--- src/rtl/cdb_arbiter.sv ---
// cdb_arbiter: round-robin arbiter sharing one registered CDB among N_REQ one-entry result buffers
module cdb_arbiter #(
  parameter int TAG_W = 4,
  parameter int N_REQ = 3,
  localparam int PW = $clog2(N_REQ)
) (
  input  logic                   clk,
  input  logic                   rst,
  input  logic [N_REQ-1:0]       req_valid,
  output logic [N_REQ-1:0]       req_ready,
  input  logic [N_REQ*TAG_W-1:0] req_tag,
  input  logic [N_REQ*32-1:0]    req_wdata,
  output logic                   cdb_wr,
  output logic [TAG_W-1:0]       cdb_tag,
  output logic [31:0]            cdb_wdata,
  output logic [PW-1:0]          cdb_src,
  output logic                   err_zero_tag
);
  logic [N_REQ-1:0] r_vld, w_grant, w_acc, w_load, w_zero;
  logic [TAG_W-1:0] r_tag [N_REQ];
  logic [31:0]      r_dat [N_REQ];
  logic [PW-1:0]    r_rr, w_win;
  logic             w_any;
  function automatic logic [PW-1:0] wrap(input int v);
    return PW'(v >= N_REQ ? v - N_REQ : v);
  endfunction
  always_comb begin
    w_grant = '0;
    w_win = '0;
    w_any = 1'b0;
    for (int k = 0; k < N_REQ; k++)
      if (!w_any && r_vld[wrap(int'(r_rr) + k)]) begin
        w_any = 1'b1;
        w_win = wrap(int'(r_rr) + k);
        w_grant[w_win] = 1'b1;
      end
  end
  assign req_ready = ~r_vld | w_grant;
  assign w_acc = req_valid & req_ready;
  for (genvar i = 0; i < N_REQ; i++) begin : g_port
    assign w_zero[i] = w_acc[i] && req_tag[i*TAG_W +: TAG_W] == '0;
  end
  assign w_load = w_acc & ~w_zero;
  // a refill on the granted port wins over the clear, so the slot stays valid with the new entry
  always_ff @(posedge clk)
    if (rst) begin
      r_vld <= '0;
      r_rr <= '0;
      err_zero_tag <= 1'b0;
      cdb_wr <= 1'b0;
      cdb_tag <= '0;
      cdb_wdata <= '0;
      cdb_src <= '0;
    end else begin
      for (int i = 0; i < N_REQ; i++)
        if (w_load[i]) begin
          r_vld[i] <= 1'b1;
          r_tag[i] <= req_tag[i*TAG_W +: TAG_W];
          r_dat[i] <= req_wdata[i*32 +: 32];
        end else if (w_grant[i]) r_vld[i] <= 1'b0;
      if (|w_zero) err_zero_tag <= 1'b1;
      cdb_wr <= w_any;
      if (w_any) begin
        cdb_tag <= r_tag[w_win];
        cdb_wdata <= r_dat[w_win];
        cdb_src <= w_win;
        r_rr <= wrap(int'(w_win) + 1);
      end
    end
endmodule

--- config.mk ---
export PLATFORM = sky130hd
export DESIGN_NAME = cdb_arbiter
export DESIGN_NICKNAME = d
export VERILOG_FILES = /design/src/rtl/cdb_arbiter.sv
export SDC_FILE = /design/constraint.sdc
export NUM_CORES = 1
export LEC_CHECK = 0
export BUFFER_PORTS_ARGS = -buffer_cell sky130_fd_sc_hd__buf_2
export CORE_UTILIZATION = 45
export CTS_CLUSTER_DIAMETER = 150
export DETAILED_ROUTE_END_ITERATION = 12
export PLACE_DENSITY = 0.72
export SYNTH_ARGS = -nofsm -noshare
export SYNTH_HDL_FRONTEND = slang
export SYNTH_SLANG_ARGS = --single-unit
--- constraint.sdc ---
create_clock -name clk -period 4.51 [get_ports clk]
set_input_delay 0.2255 -clock clk [delete_from_list [all_inputs] [get_ports clk]]
set_output_delay 0.2255 -clock clk [all_outputs]
set_load 0.03 [all_outputs]
-- Word level (Yosys, flattened, before mapping)
Memories as Yosys holds them, arrays and structs flattened. A register that Yosys moved wholly into a read port is not among the register bits.
Cells that the tools add are included.
- bits in writable memories: 108
- memories kept: 2
- output and inout bits: 43
- word-level logic and storage cells: 90
- input bits: 113
- memory bits (read-only): 0
- latch bits: 0
- register bits after elaboration: 9
- memory list (memory ; depth ; bits a word ; read ports ; clocked after Yosys merged registers in ; write ports ; line ; RTL):
    r_dat ; 3 ; 32 ; 1 ; 1 ; 3 ; 21 ; logic [31:0] r_dat [N_REQ];
    r_tag ; 3 ; 4 ; 1 ; 1 ; 3 ; 20 ; logic [TAG_W-1:0] r_tag [N_REQ];
- bitwise gates (word level): 7
- multiplexer cells: 40
- multiply operators: 0
- div/mod/pow operators: 0
- magnitude comparators: 10
- equal/unequal tests: 0
- add/sub/neg operators: 7
- reductions and logical operators: 17
- shift-type cells: 0
- operator list (cell ; number):
    1-bit 2-to-1 mux ; 24
    2-bit 2-to-1 mux ; 7
    4-bit logical NOT ; 3
    3-bit by 2-bit >= comparator with 1-bit output, second input constant ; 3
    2-bit by 3-bit < comparator with 1-bit output, second input constant ; 3
    3-bit 2-to-1 mux ; 3
    3-bit OR ; 3
    1-bit logical AND ; 8
    2-bit subtractor, second input constant ; 4
    2-bit by 1-bit adder with 3-bit output, second input constant ; 2
    3-bit bitwise AND ; 2
    1-bit binary-select mux with 2-bit select ; 3
    1-bit demux with 2-bit select ; 3
    2-bit by 1-bit >= comparator with 1-bit output, second input constant ; 3
    3-bit NOT ; 2
    2-bit nonzero test ; 3
    2-bit by 2-bit adder with 3-bit output, second input constant ; 1
    3-bit OR reduction ; 1
    2-bit >= comparator, second input constant ; 1
    1-bit logical NOT ; 2

-- Depth between registers and ports, before layout
Gate-level depths: netlist (run 1).
- depth in word-level cells: 19
- mapped depth: 11
- gate-level depth less buffers: 9

-- Least setup slack after synthesis (run 1)
No wires, ideal clock.
- path type: register -> register
- from: reg r_rr[0]
- to: mem r_dat[0][0], enable pin
- slack: -0.695 ns
- stages on the path, launching flop included: 8
- required time: 4.028 ns
- path buffers: 1
- setup time: 0.482 ns
- clock period less this slack: 5.205 ns
- data arrival time: 4.723 ns
- path through: dfxtp_1 -> inv_1 -> ha_1 -> buf_2 -> o21bai_1 -> nand4_1 -> a41oi_1 -> nor3b_1
- RTL lines (element ; line ; RTL):
    from (decl) ; 22 ; logic [PW-1:0] r_rr, w_win;
    from (signal assigned) ; 67 ; r_rr <= wrap(int'(w_win) + 1);
    to (decl) ; 21 ;

-- Worst setup path in the final report (run 1)
- from: reg r_rr[0]
- to: reg cdb_wdata[27] (read register of r_dat)
- longest elaborated chain between the ends: 11
- elaborated cells on any way between the ends: 27
- classes of those cells: add/sub (5); order compare (3); mux (15); reduce/logical (4)
- ends and longest elaborated chain (element ; line ; RTL):
    branches (longest 11 deep; another with 2-bit by 1-bit adder with 3-bit output) ; n/a ;
    to (decl) ; 15 ; output logic [31:0] cdb_wdata,
Parallel ways; which one is timed is not known. The select of a mux whose other input is x is not followed.
A chain may end at the register's enable or synchronous reset.

==> summary.txt, run 1 <==
Floorplan
  • I/O pin cnt: 156
  • Die area: 13,520 um^2
  • Initial Utilization: 46.39%
  • Die W: 116.3 um
  • Core Area: 12,670 um^2
  • Row Count: 41
  • Die Y: 116.3 um

Timing
  • RSZ-0062 raised after global routing: false
  • Slew Viols, Final: 0
  • Setup TNS: 0 ns
  • Final hold vios: 0
  • Endpoints failing setup: 0
  • Clk_skew: 0.007726 ns
  • Final Critical Period: 3.265 ns
  • Measured slew at the worst slew-check pin: 1.168 ns
  • Slew Limit Headroom: 22.14%
  • Part of the cycle the worst path needs: 72.39%
  • Maximum clock rate: 306.3 MHz

Routing
  • Remaining DRCs: 0
  • Vias: 4,094
  • Post-DRT Antenna Nets: 0
  • Routed wire length: 13,930 um
  • Vias per cell: 5.036
  • First-pass DRT Iterations: 4
  • Average wire per standard cell: 17.14 um
  • Initial DRC count: 316

Logic synthesis
  • Yosys warning total: 0
  • Post-Syn Instances: 366
  • Synth top area share: 55.17%
  • Number of synthesized register bits: 153
  • Syn Area/Cell: 16.06 um^2
  • Register area share after synthesis: 70.50%
  • Post-Synthesis Net Count: 484
  • Synth cell types: 42
  • Area contributors post-synth: edfxtp_1, dfxtp_1, mux2i_1
  • Synth Cell Area: 5878 um^2
  • Area leader, netlist: edfxtp_1

Setup path
  • Crit-path max FO: 36
  • Critical path capture point type: register
  • CP Class: reg2reg
  • Critical Path AT: 3.60 ns
  • Nature of the critical path startpoint: register
  • Crit path required time: 4.85 ns

GRT
  • Total grt overflow: 0
  • Vias in the first global route: 4,320
  • First-pass GRT wire length: 21,110 um
  • Initial antenna violation count: 0
  • Largest net degree at the start of global routing: 37
  • Global-route usage over all layers: 21.51%

Placed design
  • Routability Congestion: 0.9791
  • DP HPWL: 8385 um
  • PortBufs: 155

Power and ir drop
  • Clock share of power: 29.0%
  • P_leak: 3.196 nW
  • Cell Pwr Density: 571.1 nW/um^2
  • Sw frac: 33.95%
  • Sequential Power Share: 39.8%
  • Internal power: 0.003169 W
  • Switching pwr: 0.001629 W
  • Peak supply drop: 0.3038 mV
  • Logic gate share of total power: 31.3%

Final layout
  • Share of layout cells above drive strength 1: 36.41%
  • Most frequent cells in the layout: buf_2, edfxtp_1, dlygate4sd3_1
  • Most common cell after layout, fill and taps aside: buf_2
  • Final design utilization: 66.31%
  • # nets final: 745
  • Layout area overhead: 42.93%

Clock network
  • Post-CTS sizing: 0
  • Skew-Pair Late Insertion Delay: 0.41 ns
  • Total CTS buffers: 17
  • Root Driver: clkbuf_16
  • Clock Path Buffers: 2
  • Hold buffers post-CTS: 98
  • TritonCTS clock tree: yes
  • Clk sinks: 153
  • Clock Pin Slew Worst Setup and Hold Paths: 0.06 ns
  • Setup bufs post-CTS: 0
  • H-tree Lvls: 4

Worst hold path
  • Worst min-delay path category: in2reg

Run
  • Max-cap violations: 0

Status
  • Run status: complete, no violations
==> final timing paths <==
| kind | cells after the start | slack [ns] | start | end |
|---|---|---|---|---|
| min | 1 | 0.02 | req_tag[7] | r_tag[1][3] |
| max | 8 | 1.25 | r_rr[0] | cdb_wdata[27] |
| min reg2reg | 2 | 0.48 | cdb_wdata[24] | cdb_wdata[24] |
| max reg2reg | 8 | 1.25 | r_rr[0] | cdb_wdata[27] |
==> cell type report <==
cell class	count	area, um^2
Fill cell	902	4269
Sequential cell	153	4144
Timing Repair Buffer	262	1839
Multi-Input combinational cell	184	1568
Clock buffer	23	511.7
Tap cell	172	215.2
Clock inverter	9	85.08
Inverter	9	36.28
Antenna cell	1	2.502
==> worst max-delay path: stages (launching register included) <==
cell and delay (ns):
dfxtp_1 0.37, inv_1 0.08, ha_1 0.58, nand2b_1 0.24, a21oi_1 0.12, a2111oi_4 0.48
and2_2 1.01, a22oi_1 0.16, o21ai_0 0.14
==> cells by family after synthesis <==
family / share of synthesized area, %
simple gates: 3.363
mux: 7.620
buf+inv: 3.640
fa+ha+maj: 1.064
flops: 70.50
compound gates: 13.81
==> power by group through the flow <==
stage | Sequential (W) | Clock, W | Combinational (W)
after floorplan | 0.00223 | 0 | 0.000762
after global placement | 0.00192 | 0 | 0.00139
after detailed placement | 0.00193 | 0 | 0.00142
after CTS | 0.00190 | 0.00142 | 0.00149
after global routing | 0.00193 | 0.00147 | 0.00161
final | 0.00191 | 0.00139 | 0.00150
==> synth_stat cells (all sizes together) <==
master   number
a31oi         3
nor3b         3
nor2b         1
and2          3
nor4          3
nand3         4
or3           1
o22ai         1
a211oi        1
buf          15
o21bai        1
a41oi         1
nand4         2
o2111ai       1
nand2         1
o32a          1
inv           9
nand2b        7
nor2          8
a21oi        11
dfxtp        45
a22oi        36
mux2          1
o32ai         1
a2111oi       1
ha            5
edfxtp      108
nor3          3
clkbuf        5
mux2i        42
o211a         1
o21ai        37
o211ai        4
==> per-stage QoR <==
| step | setup slack (ns) | power [W] | instances | area [um^2] | hold WS [ns] |
|---|---|---|---|---|---|
| floorplan | 0.5623 | 0.002991 | 366 | 5893 | 0.3244 |
| global placement | 1.461 | 0.003315 | 681 | 6812 | 0.4027 |
| detailed placement | 1.322 | 0.003354 | 681 | 6812 | 0.4036 |
| CTS | 1.319 | 0.004814 | 811 | 8389 | 0.005455 |
| global route | 1.032 | 0.005010 | 812 | 8399 | 0.002533 |
| finish | 1.245 | 0.004798 | 813 | 8402 | 0.02209 |
==> routing by layer <==
layer,part of all wire [%],global-route usage (%),vias up,routed length (um)
li1,-,-,1944,-
met1,40,24.76,1928,5560
met2,51,37.79,194,7112
met3,6.6,5.605,28,923
met4,2.4,9.316,0,335
met5,0,0,-,0
==> registers in the layout (all words and copies together), names as in the netlist, 2 cells and up <==
signal,flops
r_rr,2
cdb_src,2
r_vld,3
cdb_tag,4
r_dat,96
cdb_wdata,32
r_tag,12
Note: power is estimated with default switching activity, not from simulation.
==> run 2, diff against run 1 <==
--- a/config.mk
+++ b/config.mk
@@ -5,11 +5,12 @@
 export SDC_FILE = /design/constraint.sdc
 export NUM_CORES = 1
 export LEC_CHECK = 0
+export ABC_AREA = 1
 export BUFFER_PORTS_ARGS = -buffer_cell sky130_fd_sc_hd__buf_2
 export CORE_UTILIZATION = 45
 export CTS_CLUSTER_DIAMETER = 150
 export DETAILED_ROUTE_END_ITERATION = 12
-export PLACE_DENSITY = 0.72
+export PLACE_DENSITY = 0.68
 export SYNTH_ARGS = -nofsm -noshare
 export SYNTH_HDL_FRONTEND = slang
 export SYNTH_SLANG_ARGS = --single-unit
==> constraint.sdc (replaced) <==
create_clock -name clk -period 3.15 [get_ports clk]
set_input_delay 0.1575 -clock clk [delete_from_list [all_inputs] [get_ports clk]]
set_output_delay 0.1575 -clock clk [all_outputs]
set_load 0.03 [all_outputs]
==> run 2 against run 1 <==
- critical path depth rose by 5
- setup slack got worse by 0.82 ns
- clock power rose by 25%
- highest routed layer unchanged
- wire length rose by 13%
==> summary.txt, run 2 <==
GRT
  • Global-route usage over all layers: 23.63% (+2.1 points)
  • Total grt overflow: 0 (unchanged)
  • Vias in the first global route: 5,180 (+20%)
  • First-pass GRT wire length: 25,360 um (+20%)
  • Largest net degree at the start of global routing: 44 (+19%)
  • Initial antenna violation count: 1 (+1)

Clock network
  • Clock Pin Slew Worst Setup and Hold Paths: 0.06 ns (about the same)
  • Clock Path Buffers: 2 (unchanged)
  • Clk sinks: 153 (unchanged)
  • Root Driver: clkbuf_16
  • TritonCTS clock tree: yes
  • Hold buffers post-CTS: 109 (+11%)
  • H-tree Lvls: 4 (unchanged)
  • Skew-Pair Late Insertion Delay: 0.41 ns (about the same)
  • Post-CTS sizing: 0 (unchanged)
  • Setup bufs post-CTS: 0 (unchanged)
  • Total CTS buffers: 17 (unchanged)

Placed design
  • Placed inst area: 7078 um^2 (+3.9%)
  • PortBufs: 155 (unchanged)
  • Routability Congestion: 0.9678 (-1.2%)
  • DP HPWL: 9701 um (+16%)

Floorplan
  • Core Area: 13,300 um^2 (+4.9%)
  • Row Count: 42 (+2.4%)
  • Initial Utilization: 46.19% (-0.20 points)
  • I/O pin cnt: 156 (unchanged)
  • Die W: 118.8 um (+2.2%)
  • Die Y: 118.8 um (+2.2%)
  • Die area: 14,120 um^2 (+4.4%)

Timing
  • RSZ-0062 raised after global routing: false
  • Setup TNS: 0 ns (unchanged)
  • Slew Viols, Final: 0 (unchanged)
  • Final Critical Period: 2.729 ns (-0.5363 ns)
  • Part of the cycle the worst path needs: 86.62% (+14 points)
  • Measured slew at the worst slew-check pin: 0.7447 ns (-0.4232 ns)
  • Final hold vios: 0 (unchanged)
  • Clk_skew: 0.008389 ns (+0.0006635 ns)
  • Slew Limit Headroom: 50.04% (+28 points)
  • Maximum clock rate: 366.5 MHz (+20%)
  • Endpoints failing setup: 0 (unchanged)

Final layout
  • Layout area overhead: 41.14%
  • Most common cell after layout, fill and taps aside: nand2_1
  • Top flop regs: r_dat x96, cdb_wdata x32, r_tag x12
  • Final instance area: 8667 um^2 (+3.2%)
  • Largest register FFs: 96 (unchanged)
  • Most frequent cells in the layout: nand2_1, buf_2, dlygate4sd3_1
  • Share of layout cells above drive strength 1: 23.36% (-13 points)
  • # nets final: 992 (+33%)
  • Reg with most FFs: r_dat
  • Fill cells: 1,023 (+13%)

Routing
  • Average wire per standard cell: 14.86 um (-13%)
  • Vias per cell: 4.792 (-4.8%)
  • Remaining DRCs: 0 (unchanged)
  • Vias: 5,094 (+24%)
  • Met2 routed WL: 7846 um (+10%)
  • Post-DRT Antenna Nets: 0 (unchanged)
  • Initial DRC count: 293 (-7.3%)
  • Metal1 wirelength: 6627 um (+19%)
  • Max layer used: met4
  • Routed wire length: 15,790 um (+13%)
  • First-pass DRT Iterations: 5 (+1)
  • Metal3 WL: 991 um (+7.4%)

Logic synthesis
  • Post-Synthesis Net Count: 725 (+50%)
  • Syn Area/Cell: 10.12 um^2 (-37%)
  • Synth cell types: 29 (-31%)
  • Area contributors post-synth: edfxtp_1, dfxtp_1, nand2_1
  • Most common cell in the netlist: nand2_1
  • Synth Cell Area: 6141 um^2 (+4.5%)
  • Register area share after synthesis: 67.48% (-3.0 points)
  • Yosys warning total: 0 (unchanged)
  • EDFF count, synth: 108 (unchanged)
  • Number of synthesized register bits: 153 (unchanged)
  • Synth top area share: 52.81% (-2.4 points)
  • Top FF cell, synth: edfxtp_1
  • Post-Syn Instances: 607 (+66%)
  • Ys async rst share: 0% (unchanged)
  • Top post-synthesis cells by count: nand2_1, edfxtp_1, nand3_1
  • Area leader, netlist: edfxtp_1

Setup path
  • Crit-path max FO: 15 (-58%)
  • Critical Path AT: 2.83 ns (-0.77 ns)
  • Nature of the critical path startpoint: register
  • CP Class: reg2reg
  • Critical path capture point type: register
  • Crit path required time: 3.25 ns (-1.60 ns)

Power and ir drop
  • Logic gate share of total power: 42.8% (+12 points)
  • Peak supply drop: 0.5102 mV (+68%)
  • Internal power: 0.004580 W (+45%)
  • Sequential Power Share: 34.9% (-4.9 points)
  • Sw frac: 41.56% (+7.6 points)
  • Clock share of power: 22.2% (-6.8 points)
  • Cell Pwr Density: 904.3 nW/um^2 (+58%)
  • Switching pwr: 0.003257 W (+100%)
  • P_leak: 3.855 nW (+21%)

Worst hold path
  • Worst min-delay path category: in2reg

Status
  • Run status: complete, no violations

Run
  • Max-cap violations: 0 (unchanged)
[run 2: cell count changes in the layout (fill, tap and decap cells not counted), moves of 6 or more]
cell	delta
inv_1	+43
a21oi_1	-8
dlygate4sd3_1	+10
o21ai_0	+25
nand2b_1	-7
mux2i_1	-40
a22oi_2	-30
inv_2	+9
nand3_1	+48
o21ai_1	-20
nand2_1	+237
a22oi_1	-6
[run 2: layout make-up]
class                   count  area (um^2)  area share (%)
diodes                      1        2.502         0.02887
clock buffers              26        469.2           5.414
clock inverters             5        26.28          0.3032
inverters                  62        235.2           2.714
multi-input cells         366         1615           18.64
flip-flops and latches    153         4144           47.81
well taps                 176        220.2           2.541
repair buffers            274         1954           22.55
[run 2: metrics by stage]
stage	hold slack [ns]	utilization [%]	instances	setup WS (ns)	total power [W]
2_1_floorplan	0.2299	-	607	0.09075	0.005254
3_3_place_gp	0.3338	53.24	922	0.6459	0.005902
3_5_place_dp	0.3356	53.24	922	0.4619	0.006016
4_1_cts	0.1021	65.17	1062	0.4519	0.007880
5_1_grt	0.1233	65.19	1063	0.1385	0.008393
6_report	0.1227	65.19	1063	0.4213	0.007837
[run 2: metal layers]
metal,vias up,global-route usage (%)
li1,2516,-
met1,2334,27.81
met2,212,40.79
met3,32,6.513
met4,0,9.494
met5,-,0
[run 2: power groups by stage]
stage | logic [W] | registers [W] | clock network [W]
6_report | 0.00336 | 0.00274 | 0.00174
5_1_grt | 0.00377 | 0.00277 | 0.00185
4_1_cts | 0.00337 | 0.00274 | 0.00177
3_5_place_dp | 0.00324 | 0.00277 | 0
3_3_place_gp | 0.00314 | 0.00276 | 0
2_1_floorplan | 0.00218 | 0.00308 | 0
[run 2: logic make-up (layout without fill, tap and decap cells)]
family,after synthesis,after routing,synth area share (%)
adders and majority gates,5,5,1.019
buffers and inverters,88,367,6.418
and+or+nand+nor,313,313,21.05
DFF,153,153,67.48
other,0,1,0
AOI/OAI and AO/OA,48,48,4.034
[run 2: final timing paths]
| kind | cells past startpoint | endpoint | start | slack (ns) |
|---|---|---|---|---|
| worst min register to register | 2 | cdb_src[0] | cdb_src[0] | 0.51 |
| worst min-delay path | 5 | r_vld[0] | req_valid[0] | 0.12 |
| worst max-delay path | 13 | r_dat[0][3] | r_rr[0] | 0.42 |
| worst max register to register | 13 | r_dat[0][3] | r_rr[0] | 0.42 |
[run 2: worst max-delay path: stages, from the launching register on]
cell and delay (ns):
dfxtp_1 0.40, inv_1 0.08, ha_1 0.45, inv_2 0.10
nand2_1 0.08, nand3_1 0.06, nand2_1 0.14, nand3_1 0.10
nand3_1 0.16, nand2_1 0.07, nor2_1 0.08, nand2_1 0.07
inv_1 0.30, buf_4 0.32
